===== config.mk =====
export PLATFORM = sky130hd
export DESIGN_NAME = lcd_bus_arbiter
export DESIGN_NICKNAME = d
export VERILOG_FILES = /design/src/rtl/lcd_bus_arbiter.sv
export SDC_FILE = /design/constraint.sdc
export NUM_CORES = 1
export LEC_CHECK = 0
export CAP_MARGIN = 20
export CORE_MARGIN = 2
export CORE_UTILIZATION = 40
export CTS_CLUSTER_SIZE = 40
export DETAILED_ROUTE_END_ITERATION = 6
export SLEW_MARGIN = 0
export SYNTH_ARGS = -nofsm -noshare
export SYNTH_HDL_FRONTEND = slang
export SYNTH_SLANG_ARGS = --single-unit

===== constraint.sdc =====
create_clock -name clk -period 3.6 [get_ports clk]
set_clock_uncertainty 0.2 [all_clocks]
set_input_delay 0.36 -clock clk [delete_from_list [all_inputs] [get_ports clk]]
set_output_delay 0.36 -clock clk [all_outputs]
set_load 0.05 [all_outputs]

===== src/rtl/lcd_bus_arbiter.sv =====
// lcd_bus_arbiter: HD44780 init sequencer plus round-robin sharing of the LCD bus between two byte writers.
// Define LCD_FIXED_PRIO_EN to give requester 0 strict priority instead of round-robin.
module lcd_bus_arbiter #(
  parameter int SETUP_CYCLES      = 3,
  parameter int EN_HIGH_CYCLES    = 25,
  parameter int CMD_WAIT_CYCLES   = 2000,
  parameter int CLEAR_WAIT_CYCLES = 82000,
  parameter int INIT_WAIT_CYCLES  = 750000
) (
  input  logic       clk,
  input  logic       rst,
  input  logic       req0,
  input  logic       rs0,
  input  logic [7:0] data0,
  output logic       ack0,
  input  logic       req1,
  input  logic       rs1,
  input  logic [7:0] data1,
  output logic       ack1,
  output logic       LCD_ON,
  output logic       LCD_RS,
  output logic       LCD_EN,
  output logic       LCD_RW,
  output logic [7:0] LCD_DATA,
  output logic       busy,
  output logic       init_done
);
  localparam int MAX_A = SETUP_CYCLES > EN_HIGH_CYCLES ? SETUP_CYCLES : EN_HIGH_CYCLES;
  localparam int MAX_B = CMD_WAIT_CYCLES > CLEAR_WAIT_CYCLES ? CMD_WAIT_CYCLES : CLEAR_WAIT_CYCLES;
  localparam int MAX_C = MAX_A > MAX_B ? MAX_A : MAX_B;
  localparam int MAX_W = MAX_C > INIT_WAIT_CYCLES ? MAX_C : INIT_WAIT_CYCLES;
  localparam int W = $clog2(MAX_W + 1);
  localparam logic [W-1:0] T_SETUP = W'(SETUP_CYCLES - 1);
  localparam logic [W-1:0] T_EN    = W'(EN_HIGH_CYCLES - 1);
  localparam logic [W-1:0] T_CMD   = W'(CMD_WAIT_CYCLES - 1);
  localparam logic [W-1:0] T_CLR   = W'(CLEAR_WAIT_CYCLES - 1);
  localparam logic [W-1:0] T_INIT  = W'(INIT_WAIT_CYCLES - 1);
  typedef enum logic [2:0] {INIT_WAIT, SETUP, PULSE, HOLD, WAIT, IDLE} state_t;
  state_t       state_q, state_d;
  logic [W-1:0] cnt_q, cnt_d, term;
  logic [1:0]   idx_q, idx_d;
  logic         rs_q, rs_d, gnt_q, gnt_d, init_done_q, init_done_d;
  logic [7:0]   data_q, data_d;
  logic         last, is_clear, pick;

  function automatic logic [7:0] init_byte(input logic [1:0] i);
    return i == 2'd0 ? 8'h38 : i == 2'd1 ? 8'h0C : i == 2'd2 ? 8'h01 : 8'h06;
  endfunction

  assign is_clear = !rs_q && data_q[7:2] == 6'd0 && data_q[1:0] != 2'd0;
  assign term = state_q == INIT_WAIT ? T_INIT :
                state_q == SETUP     ? T_SETUP :
                state_q == PULSE     ? T_EN :
                state_q == WAIT      ? (is_clear ? T_CLR : T_CMD) : '0;
  assign last = cnt_q == term;
`ifdef LCD_FIXED_PRIO_EN
  assign pick = !req0;
`else
  // gnt_q doubles as the round-robin pointer: it names the last requester served
  assign pick = (req0 && req1) ? !gnt_q : req1;
`endif

  always_comb begin
    state_d     = state_q;
    cnt_d       = last ? '0 : cnt_q + 1'b1;
    idx_d       = idx_q;
    rs_d        = rs_q;
    data_d      = data_q;
    gnt_d       = gnt_q;
    init_done_d = init_done_q;
    case (state_q)
      INIT_WAIT: if (last) begin
        state_d = SETUP;
        idx_d   = 2'd0;
        rs_d    = 1'b0;
        data_d  = init_byte(2'd0);
      end
      SETUP: if (last) state_d = PULSE;
      PULSE: if (last) state_d = HOLD;
      HOLD:  state_d = WAIT;
      WAIT: if (last) begin
        if (init_done_q) state_d = IDLE;
        else if (idx_q == 2'd3) begin
          state_d     = IDLE;
          init_done_d = 1'b1;
        end else begin
          state_d = SETUP;
          idx_d   = idx_q + 2'd1;
          rs_d    = 1'b0;
          data_d  = init_byte(idx_q + 2'd1);
        end
      end
      IDLE: if (init_done_q && (req0 || req1)) begin
        state_d = SETUP;
        gnt_d   = pick;
        rs_d    = pick ? rs1 : rs0;
        data_d  = pick ? data1 : data0;
      end
      default: state_d = INIT_WAIT;
    endcase
  end

  always_ff @(posedge clk or posedge rst)
    if (rst) begin
      state_q     <= INIT_WAIT;
      cnt_q       <= '0;
      idx_q       <= 2'd0;
      rs_q        <= 1'b0;
      data_q      <= 8'h00;
      gnt_q       <= 1'b1;
      init_done_q <= 1'b0;
    end else begin
      state_q     <= state_d;
      cnt_q       <= cnt_d;
      idx_q       <= idx_d;
      rs_q        <= rs_d;
      data_q      <= data_d;
      gnt_q       <= gnt_d;
      init_done_q <= init_done_d;
    end

  assign ack0      = state_q == WAIT && last && init_done_q && !gnt_q;
  assign ack1      = state_q == WAIT && last && init_done_q && gnt_q;
  assign LCD_ON    = 1'b1;
  assign LCD_RW    = 1'b0;
  assign LCD_EN    = state_q == PULSE;
  assign LCD_RS    = rs_q;
  assign LCD_DATA  = data_q;
  assign busy      = state_q != IDLE;
  assign init_done = init_done_q;
endmodule

==> flow_summary.json <==
{
  "dieArea_sq_um": 6470,
  "gp_congestion": 0.834,
  "final_util": 0.515,
  "rsz0062_at_grt": "no",
  "final-setup-viol-count": 0,
  "critPathMaxFanout": 9,
  "dp.cells": 356,
  "finalCritPeriodShare": 0.866,
  "synthMuxAreaShare": 0.0813,
  "io_pins": 38,
  "netlist_area_sq_um": 2340,
  "critPathTopFamily": "simple AND/OR/NAND/NOR gates",
  "tns_ns": 0,
  "fmax_mhz": 321,
  "grt_max_degree": 22,
  "drive_gt1_frac": 0.117,
  "n_antenna_cell": 0,
  "port_buffers": 35,
  "place_hpwl_mm": 4.27,
  "grt_pass1_vias": 1881,
  "fin_cells": 363,
  "syn_avg_cell_area_sq_um": 9.03,
  "drtIter0Drc": 64,
  "reg2reg_depth": 7,
  "vias": 1996,
  "ctsHoldBuffers": 0,
  "start_util": 0.420,
  "critPathSlowestCell": "dfrtp_1",
  "status": "finished clean",
  "synth_flop_cell": "dfrtp_1",
  "crit_path_end_kind": "output pin",
  "synth_nets": 286,
  "cts_tree": "yes",
  "clk_latency_ns": 0.29,
  "drt_wl_total_mm": 5.60,
  "synth_warnings": 0,
  "synthArstFlopShare": 1.00,
  "max_stage_delay_ns": 0.46,
  "max_slew_margin": 0.537,
  "h-tree-depth": 2,
  "globalRouteOverflowTotal": 0,
  "hold_viol": 0,
  "total_power_mw": 0.764,
  "path_cells": "or2_1 -> nor2_1 -> mux2i_1 -> nand3_1 -> nor4_4 -> and4b_1 -> buf_12",
  "antenna_found_initial": 0,
  "root_buffer": "clkbuf_8",
  "critPathBufInv": 1,
  "fillCellCount": 527,
  "synth_top_family_by_area": "simple AND/OR/NAND/NOR gates",
  "crit_required_ns": 3.04,
  "worst_r2r_startpoint": "state_q[0]$_DFFE_PP0P_",
  "synth_compound_area_frac": 0.137,
  "core-area_sq_um": 5570,
  "crit_arrival_ns": 2.56,
  "power_leakage_nw": 1.22,
  "final_nets": 318,
  "routed_via_density": 5.50,
  "cts.clk_slew.worst_paths_ns": 0.07,
  "avgRoutedWirePerCell_um": 15.4,
  "placementRows": 27,
  "synth-simple-area-share": 0.246,
  "cap_violations": 0,
  "layout_min_cycle_time_ns": 3.12,
  "grt_pass1_wl_mm": 9.16,
  "clock_sinks": 36,
  "synth_cell_types": 51,
  "worstSetupPathType": "reg -> out",
  "die_w_um": 80.5,
  "startpoint": "state_q[0]$_DFFE_PP0P_",
  "grt_use_total": 0.185,
  "dr.pass1.iters": 4,
  "drv_slew": 0,
  "area_growth_pct": 22.8,
  "numCtsBuffers": 5,
  "hp-class": "in -> async",
  "ys_seq_area_frac": 0.386,
  "ys_seq_elements": 36,
  "cts_resized": 0,
  "tightest_slew_ns": 0.688,
  "fp.dieH_um": 80.5,
  "synth_xor_area_frac": 0.0712,
  "synth_enable_flop_cells": 0,
  "ctsLongestPathBuffers": 2,
  "crit_cells": 7,
  "drc": 0,
  "crit_path_start_kind": "flop",
  "synth-adder-area-share": 0.0268,
  "post_cts_buffers": 0,
  "ir_worst_vdd_mv": 0.142,
  "cellPowerDensity_nw_per_um2": 266,
  "ant_nets": 0,
  "syn_inst": 259
}
## layer usage
metal / vias up / GRT usage / wire length (um)
met5: - / 0 / 0
met3: 8 / 0.0461 / 293
met4: 0 / 0.0559 / 69
met2: 51 / 0.304 / 2660
li1: 978 / - / -
met1: 959 / 0.238 / 2580
## synth_stat cells (3+ instances only)
cell	number	area (sq um)
nor3_1	10	50.1
o21ai_0	11	55.1
and3_1	5	31.3
a211oi_1	3	22.5
buf_4	3	22.5
nor3b_1	3	22.5
mux2_4	6	90.1
a21oi_1	6	30.0
xnor2_1	8	70.1
nand3_1	13	65.1
nor4_2	3	37.5
nand2_1	20	75.1
nand3b_1	3	22.5
clkbuf_1	8	30.0
xor2_1	11	96.3
o31ai_1	3	22.5
buf_1	3	11.3
o22ai_1	5	31.3
nor2_1	32	120
dfrtp_1	35	876
ha_1	5	62.6
mux2i_1	10	100
nand4_1	5	31.3
inv_1	8	30.0
a31oi_1	4	25.0
## power by group
group          leakage, nW  internal [mW]  switching [mW]
combinational        0.712         0.0264          0.0216
clock               0.0503          0.170           0.141
sequential           0.458          0.404               0
total                 1.22          0.601           0.163
## path summary, 6_finish.rpt
check                                           to  slack, ns
hold / removal             LCD_DATA[7]$_DFFE_PP0P_       0.25
hold reg to reg                 cnt_q[0]$_DFF_PP0_       0.29
setup reg to reg           LCD_DATA[3]$_DFFE_PP0P_       0.82
min in group clk                cnt_q[0]$_DFF_PP0_       0.29
max in group asynchronous       cnt_q[4]$_DFF_PP0_       2.23
setup / recovery                              ack0       0.48
## cells by family after synthesis
logic type,count (synthesis)
buf+inv,25
fa+ha+maj,5
other cells,2
xor+xnor,19
mux,16
flops,36
compound gates,47
simple gates,109
## through the flow
| step | instance area [sq um] | hold WS (ns) | setup WS, ns |
|---|---|---|---|
| 2_1_floorplan | 2340 | 0.248 | 0.645 |
| 4_1_cts | 2870 | 0.281 | 0.461 |
| 3_3_place_gp | 2780 | 0.275 | 0.847 |
| 5_1_grt | 2870 | 0.317 | 0.280 |
| 3_5_place_dp | 2780 | 0.280 | 0.783 |
| 6_report | 2870 | 0.252 | 0.481 |
## sequential cells by signal (all words and copies together), names as in the netlist
name,flops
LCD_RS,1
init_done,1
cnt_q,20
gnt_q,1
LCD_DATA,8
idx_q,2
state_q,3
## final cells by class
class | instances | area [sq um] | share of cell area
multi-input cells | 198 | 1330 | 0.463
flip-flops and latches | 36 | 902 | 0.314
repair buffers | 42 | 423 | 0.147
clock buffers | 7 | 96.3 | 0.0336
well taps | 72 | 90.1 | 0.0314
inverters | 8 | 30.0 | 0.0105
## cells in the final DEF (no fill, tap or decap), types with 2 or more instances in the layout
cell type / n
conb_1: 2
nor3b_1: 3
a41oi_1: 2
nor2_1: 32
o22ai_1: 5
a31oi_1: 4
nand4_1: 5
a22oi_1: 2
buf_12: 2
or2_2: 2
xnor2_1: 8
xor2_1: 11
dfrtp_1: 35
clkdlybuf4s50_1: 33
a21oi_1: 6
nor4_2: 2
mux2_4: 6
or4_1: 2
o21a_1: 2
nor3_1: 10
and3_1: 5
nor2b_1: 2
clkbuf_8: 7
nand3_1: 13
o21ai_0: 11
a211oi_1: 3
mux2i_1: 10
and2_1: 2
nand2_1: 20
nand3b_1: 3
buf_4: 7
inv_1: 8
ha_1: 5
o31ai_1: 3
(Power assumes the default switching activity.)
